--- config.mk ---
export PLATFORM = sky130hd
export DESIGN_NAME = rv32_d_rf_write_scheduler
export DESIGN_NICKNAME = d
export VERILOG_FILES = /design/src/rtl/rv32_pkg.sv /design/src/rtl/rv32_d_rr_arbiter.sv /design/src/rtl/rv32_d_rf_write_scheduler.sv
export SDC_FILE = /design/constraint.sdc
export NUM_CORES = 1
export LEC_CHECK = 0
export BUFFER_PORTS_ARGS = -buffer_cell sky130_fd_sc_hd__buf_2
export CORE_MARGIN = 1
export CORE_UTILIZATION = 53
export DETAILED_ROUTE_END_ITERATION = 6
export GPL_TIMING_DRIVEN = 0
export PLACE_DENSITY = 0.82
export SLEW_MARGIN = 5
export SYNTH_ARGS = -nofsm -noshare
export SYNTH_HDL_FRONTEND = slang
export SYNTH_SLANG_ARGS = --single-unit
--- constraint.sdc ---
create_clock -name clk_i -period 4.4 [get_ports clk_i]
set_clock_uncertainty 0.2 [all_clocks]
set_input_delay 0 -clock clk_i [delete_from_list [all_inputs] [get_ports clk_i]]
set_output_delay 0 -clock clk_i [all_outputs]
set_load 0.1 [all_outputs]
--- src/rtl/rv32_pkg.sv ---
// Shared writeback-source identifiers and datapath widths for the decode-stage
// register-file write scheduler.
package rv32_pkg;

  typedef enum logic [1:0] {
    WB_SRC_ALU = 2'd0,
    WB_SRC_LSU = 2'd1,
    WB_SRC_MDU = 2'd2,
    WB_SRC_FPU = 2'd3
  } wb_src_e;

  localparam int NUM_WB_SRC = 4;
  localparam int REG_AW     = 5;
  localparam int XLEN       = 32;
  localparam int NUM_REGS   = 32;

endpackage

--- src/rtl/rv32_d_rr_arbiter.sv ---
// Round-robin arbiter: the search for a requester starts at ptr and wraps.
// The grant is one-hot, or zero when nothing is requesting.
module rv32_d_rr_arbiter
  import rv32_pkg::*;
#(
  parameter int N     = 3,
  parameter int PTR_W = 2
) (
  input  logic [N-1:0]     req,
  input  logic [PTR_W-1:0] ptr,
  output logic [N-1:0]     grant
);

  logic found;
  int   idx;

  always_comb begin
    grant = '0;
    found = 1'b0;
    idx   = 0;
    for (int k = 0; k < N; k++) begin
      idx = (int'(ptr) + k) % N;
      if (!found && req[idx]) begin
        grant[idx] = 1'b1;
        found      = 1'b1;
      end
    end
  end

endmodule

--- src/rtl/rv32_d_rf_write_scheduler.sv ---
// Arbitrates the writeback sources onto the single integer RF write port, and keeps a
// pending/owner scoreboard so decode can stall on RAW and WAW hazards.
module rv32_d_rf_write_scheduler
  import rv32_pkg::*;
#(
  parameter int N_REQ  = NUM_WB_SRC,
  parameter int UNIT_W = $clog2(N_REQ)
) (
  input  logic                    clk_i,
  input  logic                    rst_i,
  input  logic                    issue_valid_i,
  input  logic [REG_AW-1:0]       issue_rd_i,
  input  logic [UNIT_W-1:0]       issue_unit_i,
  output logic                    issue_ready_o,
  input  logic [REG_AW-1:0]       rs1_i,
  input  logic [REG_AW-1:0]       rs2_i,
  output logic                    rs1_busy_o,
  output logic                    rs2_busy_o,
  input  logic [N_REQ-1:0]        wr_valid_i,
  input  logic [N_REQ*REG_AW-1:0] wr_rd_i,
  input  logic [N_REQ*XLEN-1:0]   wr_data_i,
  output logic [N_REQ-1:0]        wr_ready_o,
  output logic                    rf_write_enable_o,
  output logic [REG_AW-1:0]       rf_write_address_o,
  output logic [XLEN-1:0]         rf_write_data_o
);

  logic [NUM_REGS-1:0] pending_reg;
  logic [UNIT_W-1:0]   owner_reg [NUM_REGS];
  logic [UNIT_W-1:0]   rr_ptr_reg;

  logic [N_REQ-2:0]    rr_grant;
  logic [N_REQ-1:0]    grant;
  logic                win_any;
  logic [UNIT_W-1:0]   win_id;
  logic [REG_AW-1:0]   win_rd;
  logic [XLEN-1:0]     win_data;
  logic                win_we;
  logic                issue_fire;

  // rr_ptr holds a source id (1..N_REQ-1); the arbiter indexes its requesters from 0.
  rv32_d_rr_arbiter #(
    .N     (N_REQ - 1),
    .PTR_W (UNIT_W)
  ) u_rr_arbiter (
    .req   (wr_valid_i[N_REQ-1:1]),
    .ptr   (rr_ptr_reg - UNIT_W'(1)),
    .grant (rr_grant)
  );

  always_comb begin
    grant = '0;
    if (!rst_i) begin
      if (wr_valid_i[int'(WB_SRC_ALU)]) grant[int'(WB_SRC_ALU)] = 1'b1;
      else                              grant = {rr_grant, 1'b0};
    end
  end

  // The winner's rd/data mux; address and data stay zero when nothing is granted.
  always_comb begin
    win_id   = '0;
    win_rd   = '0;
    win_data = '0;
    for (int i = 0; i < N_REQ; i++) begin
      if (grant[i]) begin
        win_id   = UNIT_W'(i);
        win_rd   = wr_rd_i[REG_AW*i +: REG_AW];
        win_data = wr_data_i[XLEN*i +: XLEN];
      end
    end
  end

  assign win_any = |grant;
  assign win_we  = win_any && (win_rd != '0);

  assign wr_ready_o         = grant;
  assign rf_write_enable_o  = win_we;
  assign rf_write_address_o = win_rd;
  assign rf_write_data_o    = win_data;

  // Start-of-cycle pending state only: a same-cycle clear still stalls for one cycle.
  assign issue_ready_o = !rst_i && ((issue_rd_i == '0) || !pending_reg[issue_rd_i]);
  assign issue_fire    = issue_valid_i && issue_ready_o && (issue_rd_i != '0);

  assign rs1_busy_o = !rst_i && (rs1_i != '0) && pending_reg[rs1_i];
  assign rs2_busy_o = !rst_i && (rs2_i != '0) && pending_reg[rs2_i];

  always_ff @(posedge clk_i) begin
    if (rst_i) begin
      rr_ptr_reg <= UNIT_W'(1);
    end else if (win_any && (win_id != '0)) begin
      rr_ptr_reg <= (win_id == UNIT_W'(N_REQ - 1)) ? UNIT_W'(1) : win_id + UNIT_W'(1);
    end
  end

  // Only the owning unit's write retires an entry; other writes leave it pending.
  always_ff @(posedge clk_i) begin
    if (rst_i) begin
      pending_reg <= '0;
      for (int r = 0; r < NUM_REGS; r++) owner_reg[r] <= '0;
    end else begin
      if (win_we && (owner_reg[win_rd] == win_id)) pending_reg[win_rd] <= 1'b0;
      if (issue_fire) begin
        pending_reg[issue_rd_i] <= 1'b1;
        owner_reg[issue_rd_i]   <= issue_unit_i;
      end
      pending_reg[0] <= 1'b0;
    end
  end

endmodule

== Yosys cells after proc, flatten, opt, wreduce, memory -nomap -nowiden ==
Memories as Yosys holds them, arrays and structs flattened.
Cells that the tools add are included.

* Add/sub/neg operators: 4
* Divide/modulo/power cells: 3
* Order comparisons: 12
* Equal/unequal tests: 2
* Mux-type cells: 56
* Bitwise logic cells: 5
* Reduce and logical (&&, ||, !) cells: 30

{| class="wikitable"
|+ Operators with widths
! cell !! number
|-
| 32-bit two-way mux || 7
|-
| 32-bit by 1-bit >= comparator with 1-bit output (second input constant) || 3
|-
| 32-bit by 4-bit less-than comparator with 1-bit output (second input constant) || 3
|-
| 32-bit by 3-bit remainder unit with 32-bit output (second input constant) || 2
|-
| 32-bit bitwise AND || 1
|-
| 3-bit by 3-bit remainder unit with 32-bit output (second input constant) || 1
|-
| 32-bit NOT || 1
|-
| 32-bit bitwise OR || 1
|-
| 5-bit two-way mux || 5
|-
| 5-bit by 6-bit less-than comparator with 1-bit output (second input constant) || 4
|-
| 1-bit two-way mux || 24
|-
| 5-bit nonzero test || 4
|-
| 1-bit logical AND || 17
|-
| 1-bit binary-select mux with 5-bit select || 3
|-
| 3-bit two-way mux || 4
|-
| 1-bit demux with 5-bit select || 2
|-
| 5-bit by 1-bit >= comparator with 1-bit output (second input constant) || 2
|-
| 2-bit two-way mux || 4
|-
| 1-bit binary-select mux with 2-bit select || 3
|-
| 1-bit demux with 2-bit select || 3
|-
| 3-bit bitwise OR || 2
|-
| 5-bit zero test || 1
|-
| 1-bit zero test || 4
|-
| 4-bit two-way mux || 1
|-
| 10 further kinds || 10
|}

* Register bits: 34
* Memory bits (writable): 64
* Input bits: 172
* Output and inout bits: 45
* Word-level logic and storage cells: 116
* Memories: 1

{| class="wikitable"
|+ Memory list
! name !! depth !! bits a word !! read ports !! clocked after memory_dff !! write ports !! RTL line !! source
|-
| owner_reg || 32 || 2 || 1 || 0 || 32 || rv32_d_rf_write_scheduler.sv:29 || <nowiki>logic [UNIT_W-1:0] owner_reg [NUM_REGS];</nowiki>
|}

== Logic depth before layout (Yosys ltp) ==
* Word-level depth: 28
* Depth in mapped cells: 19

== Hierarchy ==
A second synthesis with hierarchy kept.

* Cells, all modules: 831
* Area, all modules: 7169.4 um2

{| class="wikitable"
|+ By module, submodules not included
! module !! instances !! cells an instance !! area an instance (um2) !! seq. area each (um2)
|-
| rv32_d_rf_write_scheduler || 1 || 796 || 6904.1 || 2582.5
|-
| rv32_d_rr_arbiter || 1 || 35 || 265.3 || 0.0
|}

== Worst setup path before layout ==
No wires, ideal clock.

* Path type: reg-to-output
* Start: register rr_ptr_reg[0]
* End: output rf_write_data_o[22]
* Arrival: 5495 ps
* Path slack: -1295 ps
* Cell stages (with the launch flop): 10
* Buffers on the path: 2
* Cell sequence: dfxtp_1 inv_1 ha_1 xnor2_1 mux2_2 a211oi_1 clkbuf_1 clkbuf_1 a21oi_1 o21ai_0

* Elaborated cells on any way between the ends: 46
* Classes of those cells: add/sub (3); div (3); order compare (6); mux (25); bitwise (2); reduce/logical (7)

{| class="wikitable"
|+ RTL lines
! what !! RTL line !! source
|-
| start, declared || rv32_d_rf_write_scheduler.sv:30 || <nowiki>logic [UNIT_W-1:0] rr_ptr_reg;</nowiki>
|-
| start signal, assigned || rv32_d_rf_write_scheduler.sv:92 || <nowiki>rr_ptr_reg <= (win_id == UNIT_W'(N_REQ - 1)) ? UNIT_W'(1) : win_id + UNIT_W'(1);</nowiki>
|-
| 2-bit by 1-bit subtractor with 2-bit output * || rv32_d_rf_write_scheduler.sv:47 || <nowiki>.ptr (rr_ptr_reg - UNIT_W'(1)),</nowiki>
|-
| parallel branches: the longest is 10 deep, another holds 32-bit by 3-bit remainder unit with 32-bit output || n/a ||
|-
| 3-bit two-way mux * || rv32_d_rr_arbiter.sv:23 || <nowiki>if (!found && req[idx]) begin</nowiki>
|-
| 3-bit two-way mux * || rv32_d_rf_write_scheduler.sv:54 || <nowiki>if (wr_valid_i[int'(WB_SRC_ALU)]) grant[int'(WB_SRC_ALU)] = 1'b1;</nowiki>
|-
| 4-bit two-way mux * || rv32_d_rf_write_scheduler.sv:53 || <nowiki>if (!rst_i) begin</nowiki>
|-
| named net wr_ready_o[2] || rv32_d_rf_write_scheduler.sv:22 || <nowiki>output logic [N_REQ-1:0] wr_ready_o,</nowiki>
|-
| 32-bit two-way mux * (2 in a row) || rv32_d_rf_write_scheduler.sv:65 || <nowiki>if (grant[i]) begin</nowiki>
|-
| end, declared || rv32_d_rf_write_scheduler.sv:25 || <nowiki>output logic [XLEN-1:0] rf_write_data_o</nowiki>
|}

Mark *: on every way through the listed nets, which the timed path passes. The select of a mux whose other input is x is not followed.

== Final worst setup path ==
* Start: register rr_ptr_reg[0]
* End: register pending_reg[3]

* Longest elaborated chain between the ends: 27
* Elaborated cells on any way between the ends: 66
* Classes of those cells: add/sub (3); div (3); order compare (8); eq/ne (1); mux (33); bitwise (5); reduce/logical (12); memory (1)

{| class="wikitable"
|+ Ends and longest elaborated chain
! what !! RTL line !! source
|-
| 2-bit by 1-bit subtractor with 2-bit output * || rv32_d_rf_write_scheduler.sv:47 ||
|-
| parallel branches: the longest is 10 deep, another holds 32-bit by 3-bit remainder unit with 32-bit output || n/a ||
|-
| 3-bit two-way mux * || rv32_d_rr_arbiter.sv:23 ||
|-
| 3-bit two-way mux * || rv32_d_rf_write_scheduler.sv:54 ||
|-
| 4-bit two-way mux * || rv32_d_rf_write_scheduler.sv:53 ||
|-
| 5-bit two-way mux (3 in a row) || rv32_d_rf_write_scheduler.sv:65 ||
|-
| 5-bit by 6-bit less-than comparator with 1-bit output (implied by the code) or 5-bit by 1-bit >= comparator with 1-bit output (tied branches) || rv32_d_rf_write_scheduler.sv:102 || <nowiki>if (win_we && (owner_reg[win_rd] == win_id)) pending_reg[win_rd] <= 1'b0;</nowiki>
|-
| 1-bit logical AND (implied by the code) || rv32_d_rf_write_scheduler.sv:102 ||
|-
| 1-bit two-way mux (implied by the code) || rv32_d_rf_write_scheduler.sv:102 ||
|-
| 1-bit demux with 5-bit select || rv32_d_rf_write_scheduler.sv:102 ||
|-
| 32-bit NOT (no line) || n/a ||
|-
| 32-bit bitwise AND (no line) || n/a ||
|-
| 32-bit two-way mux * || rv32_d_rf_write_scheduler.sv:102 ||
|-
| 32-bit two-way mux * || rv32_d_rf_write_scheduler.sv:98 || <nowiki>if (rst_i) begin</nowiki>
|-
| 32-bit bitwise OR (no line) || n/a ||
|-
| 32-bit two-way mux * || rv32_d_rf_write_scheduler.sv:103 || <nowiki>if (issue_fire) begin</nowiki>
|-
| end signal, assigned || rv32_d_rf_write_scheduler.sv:99 || <nowiki>pending_reg <= '0;</nowiki>
|-
| end signal, assigned by index || rv32_d_rf_write_scheduler.sv:102 ||
|-
| end signal, assigned by index || rv32_d_rf_write_scheduler.sv:104 || <nowiki>pending_reg[issue_rd_i] <= 1'b1;</nowiki>
|-
| end, declared || rv32_d_rf_write_scheduler.sv:28 || <nowiki>logic [NUM_REGS-1:0] pending_reg;</nowiki>
|}

Every way passes the cells marked *. The select of a mux whose other input is x is not followed.
A chain may end at the register's enable or synchronous reset.

==> results.tsv <==
metric	value	unit
outcome	finished, violations left	
violations	negative setup slack	
hold_viol	0	
cp_slowest_cell	nor4_4	
drc	0	
dr.first_iter.drc_count	952	
cp-endpoint	pending_reg[3]	
drt-vias-per-instance	6.59	
reg2reg_slack	-9	ps
overflow	0	
seq_area_frac_synth	0.364	
period_share	1.00	
clock_latency	350	ps
synth_flop_cell	edfxtp_1	
drv_slew	0	
ys_seq_elements	97	
cts.sinks	97	
endpoint_kind	register	
comb_power_share	0.399	
ys_types	65	
regArea	2590	um2
synthSimpleGateAreaFrac	0.206	
synth_mux_area_frac	0.159	
cp.arrival	4460	ps
power_leakage	0.00398	uW
clockRootBuffer	clkbuf_16	
synthesis.area	7100	um2
critPathLaunch	rr_ptr_reg[0]	
yosys_warnings	0	
rows	41	
grt_pass1_vias	7082	
largest_reg_flops	64	
p_seq_frac	0.342	
p_clk_frac	0.259	
synth_top_cell_by_area	edfxtp_1	
die_w	118	um
drt-pass1-iter-count	6	
cts_buffers	9	
critical_path.top_delay_family	compound AO/OA/AOI/OAI gates	
synth_commonest_cells	88 x nand2_1, 73 x a21oi_1, 67 x nor2_1, 64 x edfxtp_1, 63 x and3_1	
setup_tns	-22.4	ps
synth_area_leaders	edfxtp_1 27%, dfxtp_1 9.3%, mux4_2 7.6%	
path_cells	inv_4, ha_4, buf_6, mux2i_4, o221a_4, nor4_4, buf_4, a221oi_1, a22oi_2, buf_4, nand3_2, o22ai_2, nor4_4, xnor2_2, nor2_4, buf_6, a311oi_1	
netlist_instances	782	
reg2reg_to	pending_reg[3]	
wl_per_cell	23.6	um
synth_fa_ha_area_frac	0.0106	
tightestPinTransition	992	ps
ff2ff_path_depth	17	
port_buffers	208	
die_y	118	um
fin_ws	-9.08	ps
cp.required	4450	ps
cts-htree-levels	3	
relSlewSlack	0.337	
wl	28500	um
critPathKind	register to register	
power_switching	1220	uW
cp-start-kind	register	
antenna_found_initial	8	
rr_startpoint	rr_ptr_reg[0]	
p_sw_frac	0.410	
cp_num_buf_inv	5	
multi_input_area	4580	um2
drv_cap	0	
min_path_type	input pin to register	
clock_path_buffers	2	
synth-edff-count	64	
post_synth_xor_area_fraction	0.00582	
nFillCells	963	
ant_nets	0	
grt_pass1_wl	40200	um
holdWs	71.6	ps
syn_avg_cell_area	9.07	um2
syn_to_final_growth	31.6	%
yosysMostFrequentCell	nand2_1	
initial_utilization	0.553	
ir_worst_vdd	304	uV
cp_max_fo	10	
power.density	319	nW/um2
synth_top_cell_area_share	0.271	
path_clk_slew	70	ps
min_period	4410	ps
crit_cells	17	
max_freq	227	MHz
cts_tree	built	
routabilityCongestion	0.979	
grt_max_degree	19	
placedCellCount	1163	
track_usage	0.379	
fin_cells	1205	
ios	217	
fin_util	0.728	
synth_compound_area_frac	0.200	
coreArea	12800	um2
nNetsFinal	1198	
post-dp-hpwl	21100	um
synth_top_family_by_area	simple AND/OR/NAND/NOR gates	
drive_above_1_share	0.346	
synth_async_sr_flop_share	0	
p_int	1760	uW
vias	7937	
setup_viol	4	
slowest_delay	460	ps
dieArea	13900	um2
==> cells in the final DEF (no fill, tap or decap), types with 4 or more instances in the layout <==
master,n
edfxtp_1,64
mux2i_1,40
diode_2,8
nand2_1,85
mux2i_2,4
o41ai_2,9
o22ai_2,7
nor3b_1,4
buf_1,4
o21ai_2,9
and3_1,63
a22oi_1,34
ha_1,5
buf_2,208
buf_4,13
dfxtp_1,31
a21oi_1,70
clkbuf_1,62
o21ai_0,5
nor2b_1,4
nand2_2,4
clkbuf_16,10
nor2_1,67
mux2i_4,9
inv_1,9
a311oi_2,5
nor4_1,5
a311oi_1,17
o211ai_1,4
mux4_2,24
mux2_2,5
o21ai_1,24
nand2b_1,34
buf_6,7
==> per-stage QoR <==
step	power (uW)	worst slack [ps]	area, um2
finish	2980	-9.08	9340
global route	3040	-110	9340
CTS	2810	11.2	8860
detailed placement	2040	-442	8450
global placement	2030	-403	8450
floorplan	1760	-175	7200
==> worst reg2reg max path, stage by stage (launching register included) <==
cell and delay, ps:
dfxtp_4 420, inv_4 50, ha_4 150, buf_6 140
mux2i_4 200, o221a_4 270, nor4_4 460, buf_4 200
a221oi_1 80, a22oi_2 310, buf_4 180, nand3_2 240
o22ai_2 370, nor4_4 80, xnor2_2 400, nor2_4 110
buf_6 170, a311oi_1 290
==> power groups by stage <==
stage | combinational [uW] | clock, uW | sequential (uW)
floorplan | 728 | 0 | 1030
global placement | 990 | 0 | 1040
detailed placement | 997 | 0 | 1040
CTS | 1040 | 750 | 1020
global route | 1230 | 791 | 1020
finish | 1190 | 774 | 1020
==> layer usage <==
| metal | vias to the layer above | routed length [um] | track usage |
|---|---|---|---|
| li1 | 3428 | - | - |
| met1 | 3640 | 9800 | 0.464 |
| met2 | 702 | 13200 | 0.628 |
| met3 | 167 | 3480 | 0.0848 |
| met4 | 0 | 1970 | 0.189 |
| met5 | - | 0 | 0 |
==> cell type report <==
class,count,share of cell area
diodes,8,0.00214
plain buffers,76,0.0411
clock buffers,9,0.0241
clock inverters,7,0.00643
inverters,11,0.00469
multi-input cells,598,0.491
flip-flops and latches,97,0.277
well taps,172,0.0231
repair buffers,227,0.130
==> logic make-up after synthesis <==
family / count (synthesis)
AND/OR/NAND/NOR: 290
AO/OA/AOI/OAI: 215
flip-flops: 97
buffers and inverters: 88
multiplexers: 82
adder cells (fa/ha/maj): 6
XOR/XNOR: 3
other: 1
==> worst min-delay path by stage <==
| stage | start | endpoint | depth (start not counted) | slack [ps] |
|---|---|---|---|---|
| floorplan | issue_unit_i[1] | owner_reg[1][1] | 1 | 20 |
| global placement | issue_unit_i[0] | owner_reg[31][0] | 2 | 160 |
| detailed placement | issue_unit_i[0] | owner_reg[31][0] | 2 | 170 |
| CTS | issue_rd_i[4] | pending_reg[23] | 5 | 60 |
| global route | rst_i | owner_reg[0][0] | 2 | 90 |
| finish | rst_i | owner_reg[0][1] | 2 | 70 |
==> repair_timing <==
action | 4_1_cts | 5_1_grt
setup endpoints to repair | 32 | 31
pin swaps | 6 | 16
resized for setup | 7 | 68
hold endpoints to repair | 5 | 0
setup buffers | 8 | 7
gates cloned | 0 | 1
hold buffers | 3 | 0
Note: power is estimated with default switching activity, not from simulation.
